File: config.mk
export PLATFORM = sky130hd
export DESIGN_NAME = rr_req_queue
export DESIGN_NICKNAME = d
export VERILOG_FILES = /design/src/rtl/rr_req_queue_pkg.sv /design/src/rtl/rr_req_queue_fifo.sv /design/src/rtl/rr_req_queue.sv
export SDC_FILE = /design/constraint.sdc
export NUM_CORES = 1
export LEC_CHECK = 0
export BUFFER_PORTS_ARGS = -buffer_cell sky130_fd_sc_hd__buf_4
export CORE_UTILIZATION = 40
export DETAILED_ROUTE_END_ITERATION = 8
export GPL_TIMING_DRIVEN = 1
export PLACE_DENSITY = 0.62
export SYNTH_ARGS = -nofsm -noshare
export SYNTH_HDL_FRONTEND = slang
export SYNTH_SLANG_ARGS = --single-unit
File: constraint.sdc
create_clock -name clk -period 3.6 [get_ports clk]
set_clock_uncertainty 0.15 [all_clocks]
set_input_delay 0.36 -clock clk [delete_from_list [all_inputs] [get_ports clk]]
set_output_delay 0.36 -clock clk [all_outputs]
set_load 0.05 [all_outputs]
File: src/rtl/rr_req_queue_pkg.sv
// Shared sizing defaults and vector helpers for the rr_req_queue request buffer.
package rrq_pkg;

    localparam int PORT_DEF  = 4;
    localparam int W_DEF     = 8;
    localparam int DEPTH_DEF = 4;

    localparam int PTR_W = $clog2(DEPTH_DEF);
    localparam int CNT_W = PTR_W + 1;
    localparam int IDX_W = $clog2(PORT_DEF);

    // Helpers operate on a fixed-width carrier; callers zero-extend and truncate.
    localparam int VEC_MAX = 32;

    function automatic logic [VEC_MAX-1:0] lowest_bit(input logic [VEC_MAX-1:0] v);
        return v & (~v + VEC_MAX'(1));
    endfunction

    function automatic logic [VEC_MAX-1:0] onehot_to_idx(input logic [VEC_MAX-1:0] v);
        logic [VEC_MAX-1:0] idx;
        idx = '0;
        for (int i = 0; i < VEC_MAX; i++) begin
            if (v[i]) begin
                idx = idx | VEC_MAX'(i);
            end
        end
        return idx;
    endfunction

endpackage

File: src/rtl/rr_req_queue_fifo.sv
// Single synchronous FIFO used once per requester port; push is ignored when full,
// pop is ignored when empty, and head shows the oldest entry.
module rrq_fifo
    import rrq_pkg::*;
#(
    parameter int W     = W_DEF,
    parameter int DEPTH = DEPTH_DEF
) (
    input  logic         clk,
    input  logic         reset,
    input  logic         push,
    input  logic [W-1:0] push_data,
    input  logic         pop,
    output logic         full,
    output logic         empty,
    output logic [W-1:0] head
);

    localparam int AW = $clog2(DEPTH);
    localparam int CW = AW + 1;

    logic [W-1:0]  mem_q [DEPTH];
    logic [W-1:0]  mem_d [DEPTH];
    logic [AW-1:0] wr_ptr_q, wr_ptr_d;
    logic [AW-1:0] rd_ptr_q, rd_ptr_d;
    logic [CW-1:0] count_q, count_d;
    logic          do_push, do_pop;

    assign full  = (count_q == CW'(DEPTH));
    assign empty = (count_q == '0);
    assign head  = mem_q[rd_ptr_q];

    always_comb begin
        do_push  = push && !full;
        do_pop   = pop && !empty;
        mem_d    = mem_q;
        wr_ptr_d = wr_ptr_q;
        rd_ptr_d = rd_ptr_q;
        if (do_push) begin
            mem_d[wr_ptr_q] = push_data;
            wr_ptr_d        = wr_ptr_q + AW'(1);
        end
        if (do_pop) begin
            rd_ptr_d = rd_ptr_q + AW'(1);
        end
        // Simultaneous push and pop leaves the count unchanged.
        count_d = count_q + CW'(do_push) - CW'(do_pop);
    end

    always_ff @(posedge clk) begin
        if (reset) begin
            mem_q    <= '{default: '0};
            wr_ptr_q <= '0;
            rd_ptr_q <= '0;
            count_q  <= '0;
        end else begin
            mem_q    <= mem_d;
            wr_ptr_q <= wr_ptr_d;
            rd_ptr_q <= rd_ptr_d;
            count_q  <= count_d;
        end
    end

endmodule

File: src/rtl/rr_req_queue.sv
// Per-port request buffers feeding a round-robin arbiter, with one registered output slot.
// Optional sticky grant-protocol checker enabled by defining RRQ_GRANT_CHECK_EN.
module rr_req_queue
    import rrq_pkg::*;
#(
    parameter int PORT  = PORT_DEF,
    parameter int W     = W_DEF,
    parameter int DEPTH = DEPTH_DEF
) (
    input  logic                    clk,
    input  logic                    reset,
    input  logic [PORT-1:0]         in_valid,
    output logic [PORT-1:0]         in_ready,
    input  logic [PORT*W-1:0]       in_data,
    output logic [PORT-1:0]         req,
    input  logic [PORT-1:0]         grant,
    output logic                    out_valid,
    input  logic                    out_ready,
    output logic [W-1:0]            out_data,
    output logic [$clog2(PORT)-1:0] out_port,
    output logic                    grant_err
);

    localparam int OW = $clog2(PORT);

    // Handshakes: a beat moves when valid && ready at a posedge; a valid source
    // holds its data stable until accepted; ready never depends on the same-cycle pop.
    logic [PORT-1:0] fifo_full, fifo_empty, pop;
    logic [W-1:0]    head [PORT];
    logic            slot_free, load;
    logic [PORT-1:0] eg, eg_low;
    logic [OW-1:0]   eg_idx;

    logic          out_valid_q, out_valid_d;
    logic [W-1:0]  out_data_q, out_data_d;
    logic [OW-1:0] out_port_q, out_port_d;

    for (genvar i = 0; i < PORT; i++) begin : g_fifo
        rrq_fifo #(
            .W     (W),
            .DEPTH (DEPTH)
        ) u_fifo (
            .clk       (clk),
            .reset     (reset),
            .push      (in_valid[i]),
            .push_data (in_data[i*W +: W]),
            .pop       (pop[i]),
            .full      (fifo_full[i]),
            .empty     (fifo_empty[i]),
            .head      (head[i])
        );
    end

    assign in_ready = ~fifo_full;
    // Requests are withheld while the slot is stalled so a grant can never be dropped.
    assign slot_free = !out_valid_q || out_ready;
    assign req       = slot_free ? ~fifo_empty : '0;

    always_comb begin
        eg          = grant & req;
        eg_low      = PORT'(lowest_bit(VEC_MAX'(eg)));
        eg_idx      = OW'(onehot_to_idx(VEC_MAX'(eg_low)));
        load        = |eg;
        pop         = eg_low;
        out_valid_d = out_valid_q;
        out_data_d  = out_data_q;
        out_port_d  = out_port_q;
        if (load) begin
            out_valid_d = 1'b1;
            out_data_d  = head[eg_idx];
            out_port_d  = eg_idx;
        end else if (out_ready) begin
            out_valid_d = 1'b0;
        end
    end

    always_ff @(posedge clk) begin
        if (reset) begin
            out_valid_q <= 1'b0;
            out_data_q  <= '0;
            out_port_q  <= '0;
        end else begin
            out_valid_q <= out_valid_d;
            out_data_q  <= out_data_d;
            out_port_q  <= out_port_d;
        end
    end

    assign out_valid = out_valid_q;
    assign out_data  = out_data_q;
    assign out_port  = out_port_q;

`ifdef RRQ_GRANT_CHECK_EN
    logic grant_err_q, grant_err_d;

    // Flags multi-hot grants and grants to ports that were not requesting.
    always_comb begin
        grant_err_d = grant_err_q;
        if (((grant & (grant - PORT'(1))) != '0) || ((grant & ~req) != '0)) begin
            grant_err_d = 1'b1;
        end
    end

    always_ff @(posedge clk) begin
        if (reset) begin
            grant_err_q <= 1'b0;
        end else begin
            grant_err_q <= grant_err_d;
        end
    end

    assign grant_err = grant_err_q;
`else
    assign grant_err = 1'b0;
`endif

endmodule

==> results_dict.tcl, run 1 <==
set metrics [dict create \
    dieArea_sq_mm 0.0193 \
    worst-path-stages 8 \
    violations "DRC" \
    drive_above_1_share 0.154 \
    place.gp.congestion 0.767 \
    fp.dieH_um 139 \
    hold_depth 3 \
    clk_latency_ns 0.42 \
    clock_sinks 167 \
    crit_chain "or3_4 -> a2111oi_4 -> and3_1 -> ha_1 -> inv_1 -> ha_1 -> fa_1 -> nor2b_1" \
    tightestPinTransition_ns 0.760 \
    synth_edf_count 0 \
    fin_crit_sh 0.819 \
    fin_ws_ns 0.650 \
    critPathMostFrequentCell "ha_1" \
    seq_area_sq_mm 0.00334 \
    overflow 0 \
    hold_viol 0 \
    clockBufferDepth 2 \
    grt_use_total 0.204 \
    synth_top_family_by_area "simple AND/OR/NAND/NOR gates" \
    ant_nets 0 \
    max_freq_mhz 339 \
    dp_hpwl_um 12600 \
    drt_iter0_markers 590 \
    hp-class "in2reg" \
    cts_resized 0 \
    async_flop_share 0 \
    rrSetupSlack_ns 0.65 \
    critPathBufInv 1 \
    rr_endpoint "g_fifo[3].u_fifo.count_q[1]" \
    period_minus_slack_ns 2.95 \
    syn_area_sq_mm 0.00748 \
    cts_setup_buffers 0 \
    totalPowerFinal_w 0.00603 \
    initial_utilization 0.412 \
    fill_cells 1795 \
    area_growth_pct 15.6 \
    dr.pass1.iters 9 \
    die_w_um 139 \
    clk_pin_slew_ns 0.06 \
    arrival_ns 3.08 \
    ys_seq_area_frac 0.447 \
    synth_nets 925 \
    cts-hold-fix-buffers 0 \
    routedWlPerCell_um 17.2 \
    worstHoldEndpoint "g_fifo[3].u_fifo.mem_q[9]" \
    cts_made_buffers 17 \
    rr_worst_depth 8 \
    nets 949 \
    crit_slowest_cell "a2111oi_4" \
    cp_max_fo 10 \
    rows 49 \
    timing.rr.start "g_fifo[2].u_fifo.count_q[2]" \
    hp-start "in_data[25]" \
    ys_warn_count 0 \
    final_max_slew_viol_count 0 \
    antenna_found_initial 0 \
    port-buffer-count 61 \
    relSlewSlack 0.493 \
    drc_errors 6 \
    required_ns 3.73 \
    h-tree-depth 4 \
    coreArea_sq_mm 0.0181 \
    grt_pass1_wl_um 30600 \
    diodes 0 \
    cpPeakStageDelay_ns 0.63 \
    setup_viol 0 \
    synth-seq-cells 167 \
    synth_xor_xnor_area_share 0.0234 \
    worstSetupEndpointType "register" \
    pre_cts_slack_ns 0.671 \
    critPathTopFamily "simple AND/OR/NAND/NOR gates" \
    rsz0062_at_grt "no" \
    synthCells 854 \
    synthAdderAreaFrac 0.0508 \
    synth-compound-area-share 0.121 \
    synth_ff_type "dfxtp_1" \
    grt_pass1_vias 5575 \
    grt_max_degree 68 \
    start_kind "register" \
    outcome "complete, but fails checks" \
    dr_total_vias 6075 \
    synth_area_per_cell_sq_um 8.76 \
    cts_tree "yes" \
    routed_wl_um 19300 \
    synthSimpleGateAreaFrac 0.209 \
    ios 63 \
    cts-root-buf "clkbuf_16" \
    ir_worst_vdd_mv 0.392 \
    worstSetupPathType "reg2reg" \
    powerDensity_mw_per_mm2 697 \
    p_leak_nw 3.08 \
    vias_per_cell 5.44 \
    synthMuxAreaShare 0.102 \
    yosysUniqueCellTypes 35 \
    fin_setup_tns_ns 0 \
    cap_violations 0 \
    multiInputGateArea_sq_mm 0.00381 \
]
-- cells in the mapped netlist, drive strengths merged (8+ instances only) --
cell type / instances / area (sq um)
mux4: 32 / 721
nand3: 137 / 686
buf: 12 / 51.3
dfxtp: 167 / 3340
nor2: 26 / 97.6
inv: 26 / 97.6
xnor2: 14 / 123
a31oi: 8 / 50.1
a21oi: 129 / 646
clkbuf: 54 / 203
nor2b: 8 / 50.1
nand2: 159 / 597
a22oi: 8 / 60.1
a22o: 8 / 70.1
ha: 24 / 300
-- per-layer routing --
metal	part of all wire	vias to the layer above	global-route usage
li1	-	3007	-
met1	0.48	2877	0.286
met3	0.049	20	0.0425
met2	0.46	171	0.312
met5	0	-	0
met4	0.014	0	0.0702
-- worst max-delay path by stage --
stage | start | end | slack (ns)
after floorplan | out_valid | g_fifo[1].u_fifo.count_q[2] | 0.63
after global placement | g_fifo[2].u_fifo.count_q[2] | g_fifo[3].u_fifo.count_q[1] | 0.70
after CTS | g_fifo[2].u_fifo.count_q[2] | g_fifo[3].u_fifo.count_q[1] | 0.64
after global routing | g_fifo[0].u_fifo.count_q[1] | g_fifo[0].u_fifo.count_q[2] | 0.44
final | g_fifo[2].u_fifo.count_q[2] | g_fifo[3].u_fifo.count_q[1] | 0.65
after detailed placement | g_fifo[2].u_fifo.count_q[2] | g_fifo[3].u_fifo.count_q[1] | 0.67
-- flip-flops by register name, indices dropped and copies added (netlist names) --
name / cells
out_data: 8
g_fifo.u_fifo.count_q: 12
g_fifo.u_fifo.mem_q: 128
out_valid: 1
g_fifo.u_fifo.rd_ptr_q: 8
g_fifo.u_fifo.wr_ptr_q: 8
out_port: 2
-- worst reg2reg max path, cell delays in order (launching register included) --
cell and delay [ns]:
dfxtp_1 0.35, or3_4 0.43, a2111oi_4 0.63, and3_1 0.28
ha_1 0.24, inv_1 0.06, ha_1 0.14, fa_1 0.40
nor2b_1 0.13
-- power by group --
group / internal, W / leakage (nW) / total (W) / switching [W]
Combinational: 0.000743 / 1.44 / 0.00192 / 0.00118
Sequential: 0.00209 / 1.36 / 0.00236 / 0.000270
Clock: 0.00105 / 0.278 / 0.00175 / 0.000697
-- placed cells by master, fill, tap and decap left out, types with 3 or more instances in the layout --
cell type  count
nor2_1        26
xnor2_1       14
nor3_1         6
clkbuf_1       3
nand2_1      159
and3_1         3
nand3_1      137
nor2b_1        8
mux4_2        32
a21boi_2       4
a22oi_1        8
mux2i_1        4
inv_1         26
xor2_1         6
clkbuf_16     17
a21oi_1      129
a31oi_1        8
a22o_1         8
buf_4         69
clkbuf_8       6
dfxtp_1      167
ha_1          24
fa_1           4
-- final cells by class --
| type | instances | area share |
|---|---|---|
| multi-input cells | 595 | 0.440 |
| clock inverters | 3 | 0.00463 |
| repair buffers | 71 | 0.0645 |
| inverters | 26 | 0.0113 |
| flip-flops and latches | 167 | 0.386 |
| clock buffers | 26 | 0.0600 |
| well taps | 229 | 0.0331 |
-- per-stage QoR --
stage          hold WS [ns]  instances   util  cell area [sq um]
2_1_floorplan         0.283        854      -               7480
3_3_place_gp          0.289       1088  0.446               8100
3_5_place_dp          0.294       1088  0.446               8100
4_1_cts              0.0531       1117  0.477               8660
5_1_grt              0.0568       1117  0.477               8660
6_report             0.0679       1117  0.477               8660
-- cells by family after synthesis --
family          count (synthesis)
xor+xnor                       20
simple gates                  349
compound gates                161
mux                            36
buf+inv                        92
other cells                     1
flops                         167
fa+ha+maj                      28
Power figures use the tool's default switching activity.
==> run 2, diff against run 1 <==
--- a/config.mk
+++ b/config.mk
@@ -9,7 +9,7 @@
 export CORE_UTILIZATION = 40
 export DETAILED_ROUTE_END_ITERATION = 8
 export GPL_TIMING_DRIVEN = 1
-export PLACE_DENSITY = 0.62
+export PLACE_DENSITY = 0.64
 export SYNTH_ARGS = -nofsm -noshare
 export SYNTH_HDL_FRONTEND = slang
 export SYNTH_SLANG_ARGS = --single-unit
==> constraint.sdc (replaced) <==
create_clock -name clk -period 2.55 [get_ports clk]
set_clock_uncertainty 0.15 [all_clocks]
set_input_delay 0.255 -clock clk [delete_from_list [all_inputs] [get_ports clk]]
set_output_delay 0.255 -clock clk [all_outputs]
set_load 0.05 [all_outputs]
==> run 2 against run 1 <==
Net effect: the run still ends with DRC left; combinational power increased by 71%; design area is 8.2% higher; sequential power is 35% higher; largest cell class unchanged; largest power group is now combinational cells.
==> results_dict.tcl, run 2 (same netlist as run 1, synthesis figures left out) <==
set metrics [dict create \
    arrival_ns 2.65 \
    rr_endpoint "g_fifo[3].u_fifo.count_q[1]" \
    rr_worst_depth 8 \
    cp_max_fo 2 \
    switching_share 0.364 \
    worstSetupPathType "reg2reg" \
    worstHoldEndpoint "out_valid" \
    relSlewSlack 0.617 \
    clkPwrFrac 0.279 \
    route.met2.wl_um 8930 \
    grt_pass1_wl_um 31200 \
    layout_common_cells "dfxtp_1, nand2_1, nand3_1, a21oi_1, buf_4" \
    grt_pass1_vias 5841 \
    combPwrFrac 0.366 \
    place.gp.congestion 0.803 \
    pre_cts_slack_ns -0.0111 \
    largest-register "g_fifo.u_fifo.mem_q" \
    cts_tree "yes" \
    fin_setup_tns_ns 0 \
    port-buffer-count 61 \
    met1Wirelength_um 9030 \
    final_max_slew_viol_count 0 \
    routed_wl_um 19400 \
    post-route-util 0.516 \
    coreArea_sq_mm 0.0181 \
    drive_above_1_share 0.204 \
    cap_violations 0 \
    max_freq_mhz 398 \
    cts-root-buf "clkbuf_16" \
    start_kind "register" \
    fin_crit_sh 0.985 \
    ant_nets 0 \
    hp-start "out_ready" \
    reg.largest.list "g_fifo.u_fifo.mem_q x128, g_fifo.u_fifo.count_q x12" \
    clk_pin_slew_ns 0.06 \
    required_ns 2.69 \
    final_common_cell "dfxtp_1" \
    overflow 0 \
    h-tree-depth 4 \
    die_w_um 139 \
    initial_utilization 0.412 \
    nets 1014 \
    wl_met3_um 945 \
    timing.rr.start "g_fifo[2].u_fifo.count_q[1]" \
    antenna_found_initial 0 \
    fp.dieH_um 139 \
    worstSetupEndpointType "register" \
    vias_per_cell 5.36 \
    drc_errors 7 \
    seq_power_share 0.355 \
    cp-startpoint "g_fifo[2].u_fifo.count_q[1]" \
    diodes 0 \
    hold_viol 0 \
    grt_use_total 0.207 \
    intPower_w 0.00572 \
    setup_viol 0 \
    ir_worst_vdd_mv 0.612 \
    routedWlPerCell_um 16.4 \
    hp-class "in2reg" \
    dr_total_vias 6343 \
    fin_ws_ns 0.0387 \
    clock_sinks 167 \
    rrSetupSlack_ns 0.04 \
    hold_depth 3 \
    switching_power_w 0.00327 \
    cts_made_buffers 17 \
    clockBufferDepth 2 \
    outcome "complete, but fails checks" \
    dr.pass1.iters 9 \
    grt_max_degree 52 \
    maxUsedRoutingLayer "met4" \
    drt_iter0_markers 603 \
    rsz0062_at_grt "yes" \
    powerDensity_mw_per_mm2 960 \
    largest_reg_flops 128 \
    clk_latency_ns 0.43 \
    area_growth_pct 25.1 \
    totalPowerFinal_w 0.00899 \
    tightestPinTransition_ns 0.574 \
    p_leak_nw 3.38 \
    violations "DRC" \
    ios 63 \
    dieArea_sq_mm 0.0193 \
    rows 49 \
    dp_hpwl_um 12700 \
    period_minus_slack_ns 2.51 \
]
[run 2: changes by cell type in the layout (fill, tap and decap cells not counted), sizes merged]
| cell | change |
|---|---|
| buf | +33 |
| clkbuf | -7 |
| clkinv | +4 |
| clkinvlp | +2 |
| dlygate4sd3 | +32 |
| inv | +3 |
[run 2: per-layer routing]
metal,track usage,vias up
met3,0.0373,26
met1,0.295,3015
li1,-,3147
met2,0.306,155
met4,0.0906,0
met5,0,-
[run 2: how the worst max path moves through the flow]
stage	endpoint	slack (ns)	cells past startpoint
after floorplan	g_fifo[3].u_fifo.count_q[1]	-0.11	8
after detailed placement	g_fifo[3].u_fifo.count_q[2]	-0.01	10
after global routing	g_fifo[1].u_fifo.count_q[2]	-0.08	10
after CTS	g_fifo[3].u_fifo.count_q[2]	0.0005	10
final	g_fifo[3].u_fifo.count_q[1]	0.04	8
after global placement	g_fifo[3].u_fifo.count_q[2]	0.02	10
[run 2: layout make-up]
class                      count  area (sq um)
sequential                   167          3350
clock inverter                12           120
clock buffer                  19           453
timing repair buffer         136          1130
inverter                      26          97.6
multi-input combinational    595          3930
tap                          229           287
fill                        1717          8780
[run 2: through the flow]
| stage | std cells | hold WS [ns] | area, sq um |
|---|---|---|---|
| floorplan | 854 | 0.252 | 7540 |
| global placement | 1118 | 0.289 | 8360 |
| detailed placement | 1118 | 0.294 | 8360 |
| CTS | 1181 | 0.0587 | 9260 |
| global route | 1184 | 0.179 | 9360 |
| finish | 1184 | 0.138 | 9360 |
[run 2: worst max-delay path, stage by stage, from the launching register on]
cell and delay (ns):
dfxtp_2 0.32, or3_4 0.41, a2111oi_4 0.32, and3_4 0.25, ha_4 0.19, inv_2 0.06, ha_4 0.12, fa_2 0.42
nor2b_1 0.14
[run 2: power groups by stage]
| stage | Combinational, W | Sequential (W) | Clock, W |
|---|---|---|---|
| 6_report | 0.00329 | 0.00319 | 0.00251 |
| 4_1_cts | 0.00316 | 0.00319 | 0.00255 |
| 2_1_floorplan | 0.00202 | 0.00331 | 0 |
| 3_3_place_gp | 0.00308 | 0.00324 | 0 |
| 3_5_place_dp | 0.00311 | 0.00325 | 0 |
| 5_1_grt | 0.00360 | 0.00324 | 0.00267 |
[run 2: what timing repair did]
item | 4_1_cts | 5_1_grt
gates resized for setup | 2 | 16
pin swaps | 0 | 13
endpoints found under the hold margin | 128 | 0
setup endpoints to repair | 2 | 6
buffers inserted | 0 | 3
hold buffers | 32 | 0
